### config.mk
export PLATFORM = sky130hd
export DESIGN_NAME = angledist_sched
export DESIGN_NICKNAME = d
export VERILOG_FILES = /design/src/rtl/angledist_sched.sv
export SDC_FILE = /design/constraint.sdc
export NUM_CORES = 2
export LEC_CHECK = 0
export CAP_MARGIN = 10
export CELL_PAD_IN_SITES_DETAIL_PLACEMENT = 1
export CELL_PAD_IN_SITES_GLOBAL_PLACEMENT = 2
export CORE_UTILIZATION = 34
export CTS_CLUSTER_SIZE = 14
export DETAILED_ROUTE_END_ITERATION = 10
export PLACE_DENSITY = 0.68
export REMOVE_ABC_BUFFERS = 1
export SYNTH_ARGS = -nofsm -noshare
export SYNTH_HDL_FRONTEND = slang
export SYNTH_SLANG_ARGS = --single-unit
export TNS_END_PERCENT = 20
### constraint.sdc
create_clock -name clk_i -period 3.07 [get_ports clk_i]
set_clock_uncertainty 0.2 [all_clocks]
set_input_delay 0.614 -clock clk_i [delete_from_list [all_inputs] [get_ports clk_i]]
set_output_delay 0.614 -clock clk_i [all_outputs]
set_load 0.01 [all_outputs]
### src/rtl/angledist_sched.sv
// angledist_sched: nearest-match scheduler for an external distance datapath.
// It streams a registered query against up to NREF stored library vectors and
// keeps the smallest returned distance. On a tie the lower library index wins.
module angledist_sched #(
    parameter int DIM  = 6,
    parameter int W    = 16,
    parameter int NREF = 8,
    parameter int LAT  = 2
) (
    input  logic                        clk_i,
    input  logic                        rst_i,
    input  logic                        lib_we_i,
    input  logic [$clog2(NREF)-1:0]     lib_idx_i,
    input  logic [$clog2(DIM)-1:0]      lib_dim_i,
    input  logic [W-1:0]                lib_data_i,
    input  logic                        q_valid_i,
    output logic                        q_ready_o,
    input  logic [DIM*W-1:0]            q_data_i,
    input  logic [$clog2(NREF):0]       q_nref_i,
    output logic [DIM*W-1:0]            dp_a_o,
    output logic [DIM*W-1:0]            dp_b_o,
    input  logic [W-1:0]                dp_res_i,
    output logic                        res_valid_o,
    input  logic                        res_ready_i,
    output logic [$clog2(NREF)-1:0]     res_idx_o,
    output logic [W-1:0]                res_dist_o
);

    localparam int IW = $clog2(NREF);
    localparam int DW = $clog2(DIM);
    localparam int NW = IW + 1;

    typedef enum logic [1:0] {
        IDLE  = 2'd0,
        ISSUE = 2'd1,
        DRAIN = 2'd2,
        DONE  = 2'd3
    } state_t;

    state_t state;
    state_t state_n;

    // Query, library and scan bookkeeping
    logic [DIM*W-1:0] query_q;
    logic [DIM*W-1:0] lib_mem [NREF];
    logic [NW-1:0]    n_q;
    logic [NW-1:0]    k_q;
    logic [NW-1:0]    n_clamped;

    // Held datapath operands (shown whenever no pair is being issued)
    logic [DIM*W-1:0] dp_a_q;
    logic [DIM*W-1:0] dp_b_q;

    // In-flight tracking: stage 0 is the newest pair, stage LAT-1 the tail
    logic [LAT-1:0]   pipe_valid;
    logic [IW-1:0]    pipe_idx [LAT];

    // Running best match
    logic [W-1:0]     best_dist;
    logic [IW-1:0]    best_idx;

    // Control strobes
    logic             accept;
    logic             issuing;
    logic             last_issue;
    logic             tail_valid;
    logic             take_better;
    logic             others_busy;

    assign accept      = q_valid_i && (state == IDLE);
    assign issuing     = (state == ISSUE);
    assign last_issue  = ((k_q + 1'b1) == n_q);
    assign tail_valid  = pipe_valid[LAT-1];
    assign take_better = tail_valid && (dp_res_i < best_dist);
    assign n_clamped   = (q_nref_i > NW'(NREF)) ? NW'(NREF) : q_nref_i;

    // True while any pair other than the tail entry is still in flight
    always_comb begin
        others_busy = 1'b0;
        for (int i = 0; i < LAT - 1; i++) begin
            others_busy = others_busy | pipe_valid[i];
        end
    end

    // State register; reset wins over every handshake
    always_ff @(posedge clk_i) begin
        if (rst_i) begin
            state <= IDLE;
        end else begin
            state <= state_n;
        end
    end

    // Next-state decode: scan the library, wait for the tail, then hold the result
    always_comb begin
        state_n = state;
        case (state)
            IDLE: begin
                if (accept) begin
                    state_n = (n_clamped != '0) ? ISSUE : DONE;
                end
            end
            ISSUE: begin
                if (last_issue) begin
                    state_n = DRAIN;
                end
            end
            DRAIN: begin
                if (!others_busy) begin
                    state_n = DONE;
                end
            end
            DONE: begin
                if (res_ready_i) begin
                    state_n = IDLE;
                end
            end
            default: state_n = IDLE;
        endcase
    end

    // Handshake outputs come straight from the state; the result mirrors the best registers
    assign q_ready_o   = (state == IDLE);
    assign res_valid_o = (state == DONE);
    assign res_idx_o   = best_idx;
    assign res_dist_o  = best_dist;

    // The issued pair is visible in its own cycle; otherwise the last pair is held
    assign dp_a_o = issuing ? query_q : dp_a_q;
    assign dp_b_o = issuing ? lib_mem[k_q[IW-1:0]] : dp_b_q;

    // Library element writes, only while idle
    always_ff @(posedge clk_i) begin
        if (rst_i) begin
            for (int k = 0; k < NREF; k++) begin
                lib_mem[k] <= '0;
            end
        end else if (lib_we_i && (state == IDLE)) begin
            for (int k = 0; k < NREF; k++) begin
                for (int d = 0; d < DIM; d++) begin
                    if ((lib_idx_i == IW'(k)) && (lib_dim_i == DW'(d))) begin
                        lib_mem[k][d*W +: W] <= lib_data_i;
                    end
                end
            end
        end
    end

    // Query capture, scan length and issue counter
    always_ff @(posedge clk_i) begin
        if (rst_i) begin
            query_q <= '0;
            n_q     <= '0;
            k_q     <= '0;
        end else if (accept) begin
            query_q <= q_data_i;
            n_q     <= n_clamped;
            k_q     <= '0;
        end else if (issuing) begin
            k_q     <= k_q + 1'b1;
        end
    end

    // Remember the last issued operands so the datapath inputs hold between scans
    always_ff @(posedge clk_i) begin
        if (rst_i) begin
            dp_a_q <= '0;
            dp_b_q <= '0;
        end else if (issuing) begin
            dp_a_q <= query_q;
            dp_b_q <= lib_mem[k_q[IW-1:0]];
        end
    end

    // Shift the {valid, idx} tags alongside the datapath so results can be attributed
    always_ff @(posedge clk_i) begin
        if (rst_i) begin
            pipe_valid <= '0;
            for (int i = 0; i < LAT; i++) begin
                pipe_idx[i] <= '0;
            end
        end else begin
            pipe_valid[0] <= issuing;
            pipe_idx[0]   <= k_q[IW-1:0];
            for (int i = 1; i < LAT; i++) begin
                pipe_valid[i] <= pipe_valid[i-1];
                pipe_idx[i]   <= pipe_idx[i-1];
            end
        end
    end

    // Track the minimum distance; strict compare keeps the earliest index on ties
    always_ff @(posedge clk_i) begin
        if (rst_i) begin
            best_dist <= '1;
            best_idx  <= '0;
        end else if (accept) begin
            best_dist <= '1;
            best_idx  <= '0;
        end else if (take_better) begin
            best_dist <= dp_res_i;
            best_idx  <= pipe_idx[LAT-1];
        end
    end

endmodule

; ---- Word level (Yosys, flattened, before mapping)
; Memories as Yosys holds them, arrays and structs flattened. A register that Yosys moved wholly into a read port is not among the register bits.
; Cells that the tools add are included.
[totals]
ff_bits = 316
mem_bits_rw = 774
in_bits = 143
out_inout_bits = 213
word_cells = 396
n_memories = 2
[op_classes]
add_sub_neg = 1
n_lt_le_gt_ge = 2
n_eq_ne = 20
n_mux = 256
bitwise_logic = 50
reduce_logical = 57
[mem_list]
columns = memory, depth, word_bits, rd, rd_clocked_by_memory_dff, wr, line_no
row1 = lib_mem, 8, 96, 1, 1, 8, 45  ; logic [DIM*W-1:0] lib_mem [NREF];
row2 = pipe_idx, 2, 3, 2, 1, 2, 56  ; logic [IW-1:0] pipe_idx [LAT];
[op_table]
columns = op, n
row1 = $mux W16, 48
row2 = $mux W1, 195
row3 = $mux W96, 2
row4 = $logic_and A1 B1 Y1, 51
row5 = $or A1 B1 Y1, 50
row6 = $eq A3 B3 Y1 const B, 6
row7 = $lt A16 B16 Y1, 1
row8 = $eq A3 B2 Y1 const B, 4
row9 = $mux W3, 4
row10 = $mux W2, 5
row11 = $pmux W2 S4, 1
row12 = $eq A3 B1 Y1 const B, 2
row13 = $logic_not A3 Y1, 2
row14 = $ne A2 B1 Y1 const B, 3
row15 = $add A4 B1 Y4 const B, 1
row16 = $eq A2 B2 Y1 const B, 2
row17 = $eq A4 B4 Y1, 1
row18 = $gt A4 B4 Y1 const B, 1
row19 = $mux W4, 1
row20 = $reduce_and A4 Y1, 1
row21 = $reduce_bool A4 Y1, 1
row22 = $eq A2 B1 Y1 const B, 1
row23 = $logic_not A2 Y1, 1
row24 = $ne A2 B2 Y1 const B, 1
row25 = $reduce_or A2 Y1, 1

; ---- Depth between registers and ports, before layout
[logic_depth]
depth_word = 7
depth_mapped = 9
depth_no_buf = 7

; ---- Worst setup path before layout
; OpenSTA, ideal clock, no wires.
[synth_timing]
kind = input -> register
startpoint = input port dp_res_i[15]
endpoint = register best_dist[10], in the netlist res_dist_o[10]
setup_ps = 144
arrival_ps = 2352
required_time_ps = 2726
path_slack_ps = 374
stages = 8
n_path_buf = 2
path_cell_list = ha_1 -> nand4_4 -> or4_4 -> o32a_1 -> buf_6 -> buf_12 -> nand3_2 -> nand3_2
[synth_between]
elab_chain_cells = 2
[synth_rtl]
columns = element, line_no
row1 = from (decl), 22  ; input logic [W-1:0] dp_res_i,
row2 = $lt A16 B16 Y1, 74  ; assign take_better = tail_valid && (dp_res_i < best_dist);
row3 = $logic_and A1 B1 Y1, 74
row4 = to (signal assigned), 201  ; best_dist <= dp_res_i;
row5 = to (decl), 59  ; logic [W-1:0] best_dist;
; Every way passes these cells.
; A chain may end at the register's enable or synchronous reset.

==> impl_metrics.json <==
{
  "met3_usage": 0.03746,
  "ant_nets": 0,
  "crit_required_ns": 2.26,
  "worst_slack_ns": -0.4470,
  "syn_area_per_cell_sq_um": 13.48,
  "finalWeightedCongestion": 0.7651,
  "slew_headroom": 0.4297,
  "cp_max_fo": 7,
  "synth-edff-count": 768,
  "synth_cells": 3300,
  "rsz0062_at_grt": "true",
  "drc": 0,
  "start_kind": "flip-flop",
  "dieArea_sq_mm": 0.1323,
  "cellPowerDensity_mw_per_mm2": 764.1,
  "vias": 28520,
  "yosysTopAreaCellShare": 0.5185,
  "max_cap_violations": 0,
  "worst_pin_slew_ns": 0.8545,
  "cts_sinks": 1096,
  "cts_tree": "built",
  "drt_iter0_markers": 1994,
  "nets": 4024,
  "fin_crit_sh": 1.146,
  "ctsHtreeMaxLevel": 3,
  "dieHeight_um": 363.7,
  "ys_seq_area_frac": 0.6661,
  "yosysTopAreaCell": "edfxtp_1",
  "hold_slack_ns": 0.04817,
  "rrSetupSlack_ns": 0.53,
  "ios": 356,
  "met2_usage": 0.3583,
  "wirelength_um": 137100,
  "endpoint_kind": "output port",
  "fin_util": 0.4450,
  "num_rows": 132,
  "yosys_warnings": 0,
  "grt_use_total": 0.2055,
  "status": "complete, but fails checks",
  "fmax_ghz": 0.2843,
  "syn-cell-area_sq_mm": 0.04448,
  "place_hpwl_um": 88240,
  "slew_violations": 0,
  "overflow": 0,
  "grt_pass1_vias": 29850,
  "postSynth.topFlopCell": "edfxtp_1",
  "hp-class": "input pin to flip-flop",
  "path_clk_slew_ns": 0.06,
  "antenna_found_initial": 11,
  "cts_root_buf": "clkbuf_16",
  "clk_latency_ns": 0.75,
  "synth_cell_types": 47,
  "power_w": 0.04409,
  "finalHoldViolCount": 0,
  "fillers": 13140,
  "grt_pass1_wl_um": 199800,
  "yosysMostFrequentCell": "edfxtp_1",
  "drt-pass1-iter-count": 5,
  "via_per_inst": 4.996,
  "synth_area_leaders": "edfxtp_1 52%, dfxtp_1 15%, mux4_2 9.7%, nor2_1 5.8%, nor2b_1 2.8%",
  "portBuffers": 355,
  "initial_core_util": 0.3431,
  "ys_seq_elements": 1096,
  "coreArea_sq_mm": 0.1296,
  "clockBufferDepth": 3,
  "setup_viol": 134,
  "async_reset_ff_frac": 0,
  "netlist_top_cells_count": "768 x edfxtp_1, 688 x nor2_1, 328 x dfxtp_1, 238 x nand2_1, 210 x clkbuf_1",
  "numCtsBuffers": 119,
  "grtUsageMet1": 0.2605,
  "pre_cts_ws_ns": -0.09857,
  "violations": "setup timing",
  "drive_above_1_share": 0.2888,
  "cp.arrival_ns": 2.70,
  "grt_max_degree": 104,
  "ir_worst_vdd_v": 0.0005169,
  "cellLeakagePower_nw": 21.22,
  "wl_per_cell_um": 24.02,
  "fp.dieW_um": 363.7,
  "min_period_ns": 3.517,
  "area_growth_pct": 29.73,
  "top_usage_layer": "met2",
  "worstSetupPathType": "flip-flop to output port"
}
## where the power goes
part | leakage, nW | switching [W] | internal (W)
Combinational | 8.71 | 0.00606 | 0.00581
Clock | 1.92 | 0.00608 | 0.00854
Sequential | 10.6 | 0.000450 | 0.0171
## layout by cell type, fill, tap and decap left out, types with 16 or more instances in the layout
master,Yosys,final
mux4_2,192,192
buf_4,2,218
dfxtp_1,328,323
nand3_2,20,20
mux2_4,0,27
clkbuf_2,0,21
mux2i_1,97,46
nand2b_2,0,16
nor2b_1,200,200
buf_6,1,43
clkbuf_1,210,31
mux2i_4,0,32
mux2i_2,0,19
nand2_1,238,237
ha_1,20,19
clkbuf_16,0,124
buf_2,25,94
a21oi_1,208,134
nand2b_1,54,38
dlygate4sd2_1,0,17
nor2_1,688,687
clkdlybuf4s50_1,0,174
nand3_1,17,17
edfxtp_1,768,768
a21oi_2,0,69
buf_12,1,98
clkinv_1,0,24
mux2_2,96,69
inv_1,38,37
## cell type report
type                            instances  area, sq um  share of cell area
Antenna cell                            1        2.502          0.00004337
Clock buffer                          161         3268             0.05664
Clock inverter                         64        688.2             0.01193
Inverter                               38        142.6            0.002472
Multi-Input combinational cell       1903        14600              0.2531
Sequential cell                      1096        29640              0.5137
Tap cell                             1742         2180             0.03777
Timing Repair Buffer                  703         7176              0.1244
## worst paths after layout
path	start	endpoint	cells after the start
max	flip-flop	dp_b_o[24]	8
min	rst_i	dp_a_q[1]$_SDFF_PP0_	2
max reg2reg	state[0]$_SDFFE_PP0P_	lib_mem[7][39]$_DFFE_PP_	6
min reg2reg	pipe_idx[0][2]$_SDFF_PP0_	pipe_idx[1][2]$_SDFF_PP0_	1
## worst max-delay path: stages, from the launching register on
cell	delay, ns
dfxtp_4	0.44
buf_12	0.17
buf_12	0.14
buf_12	0.11
buf_6	0.08
mux4_2	0.54
mux2i_2	0.23
a21oi_2	0.10
buf_2	0.14
## sequential cells by signal, indices dropped and copies added, names as in the netlist, named ones only
signal	flops
state	2
pipe_valid	2
res_idx_o	3
k_q	4
res_dist_o	16
dp_a_q	96
pipe_idx	6
lib_mem	768
n_q	4
query_q	96
dp_b_q	96
## what timing repair did
item                                    4_1_cts  5_1_grt
buffers inserted                             34       25
endpoints found under the setup margin      193      179
resized for setup                           744      168
cloned                                        9        3
hold buffers                                  0        0
pin swaps                                    57       26
## stage by stage
step | cells | cell area, sq um | TNS [ns]
6_report | 5708 | 57700 | -36.59
5_1_grt | 5708 | 57700 | -50.98
4_1_cts | 5688 | 57320 | -53.08
3_5_place_dp | 5423 | 52470 | -1.670
3_3_place_gp | 5423 | 52470 | -1.229
2_1_floorplan | 3037 | 43420 | -2320.90
## routing by layer
metal | wire, um | vias to the layer above | part of all wire
met3 | 7509 | 198 | 0.055
met1 | 57540 | 14690 | 0.42
li1 | - | 12850 | -
met5 | 55 | - | 0.00040
met4 | 3535 | 10 | 0.026
met2 | 68490 | 766 | 0.50
## cell families after synthesis
kind of cell,after synthesis,synth area share
buf+inv,301,0.02706
compound gates,251,0.03184
xor+xnor,9,0.001772
mux,385,0.1434
flops,1096,0.6661
simple gates,1238,0.1242
fa+ha+maj,20,0.005626
No activity file was read; power rests on OpenSTA's default activity.
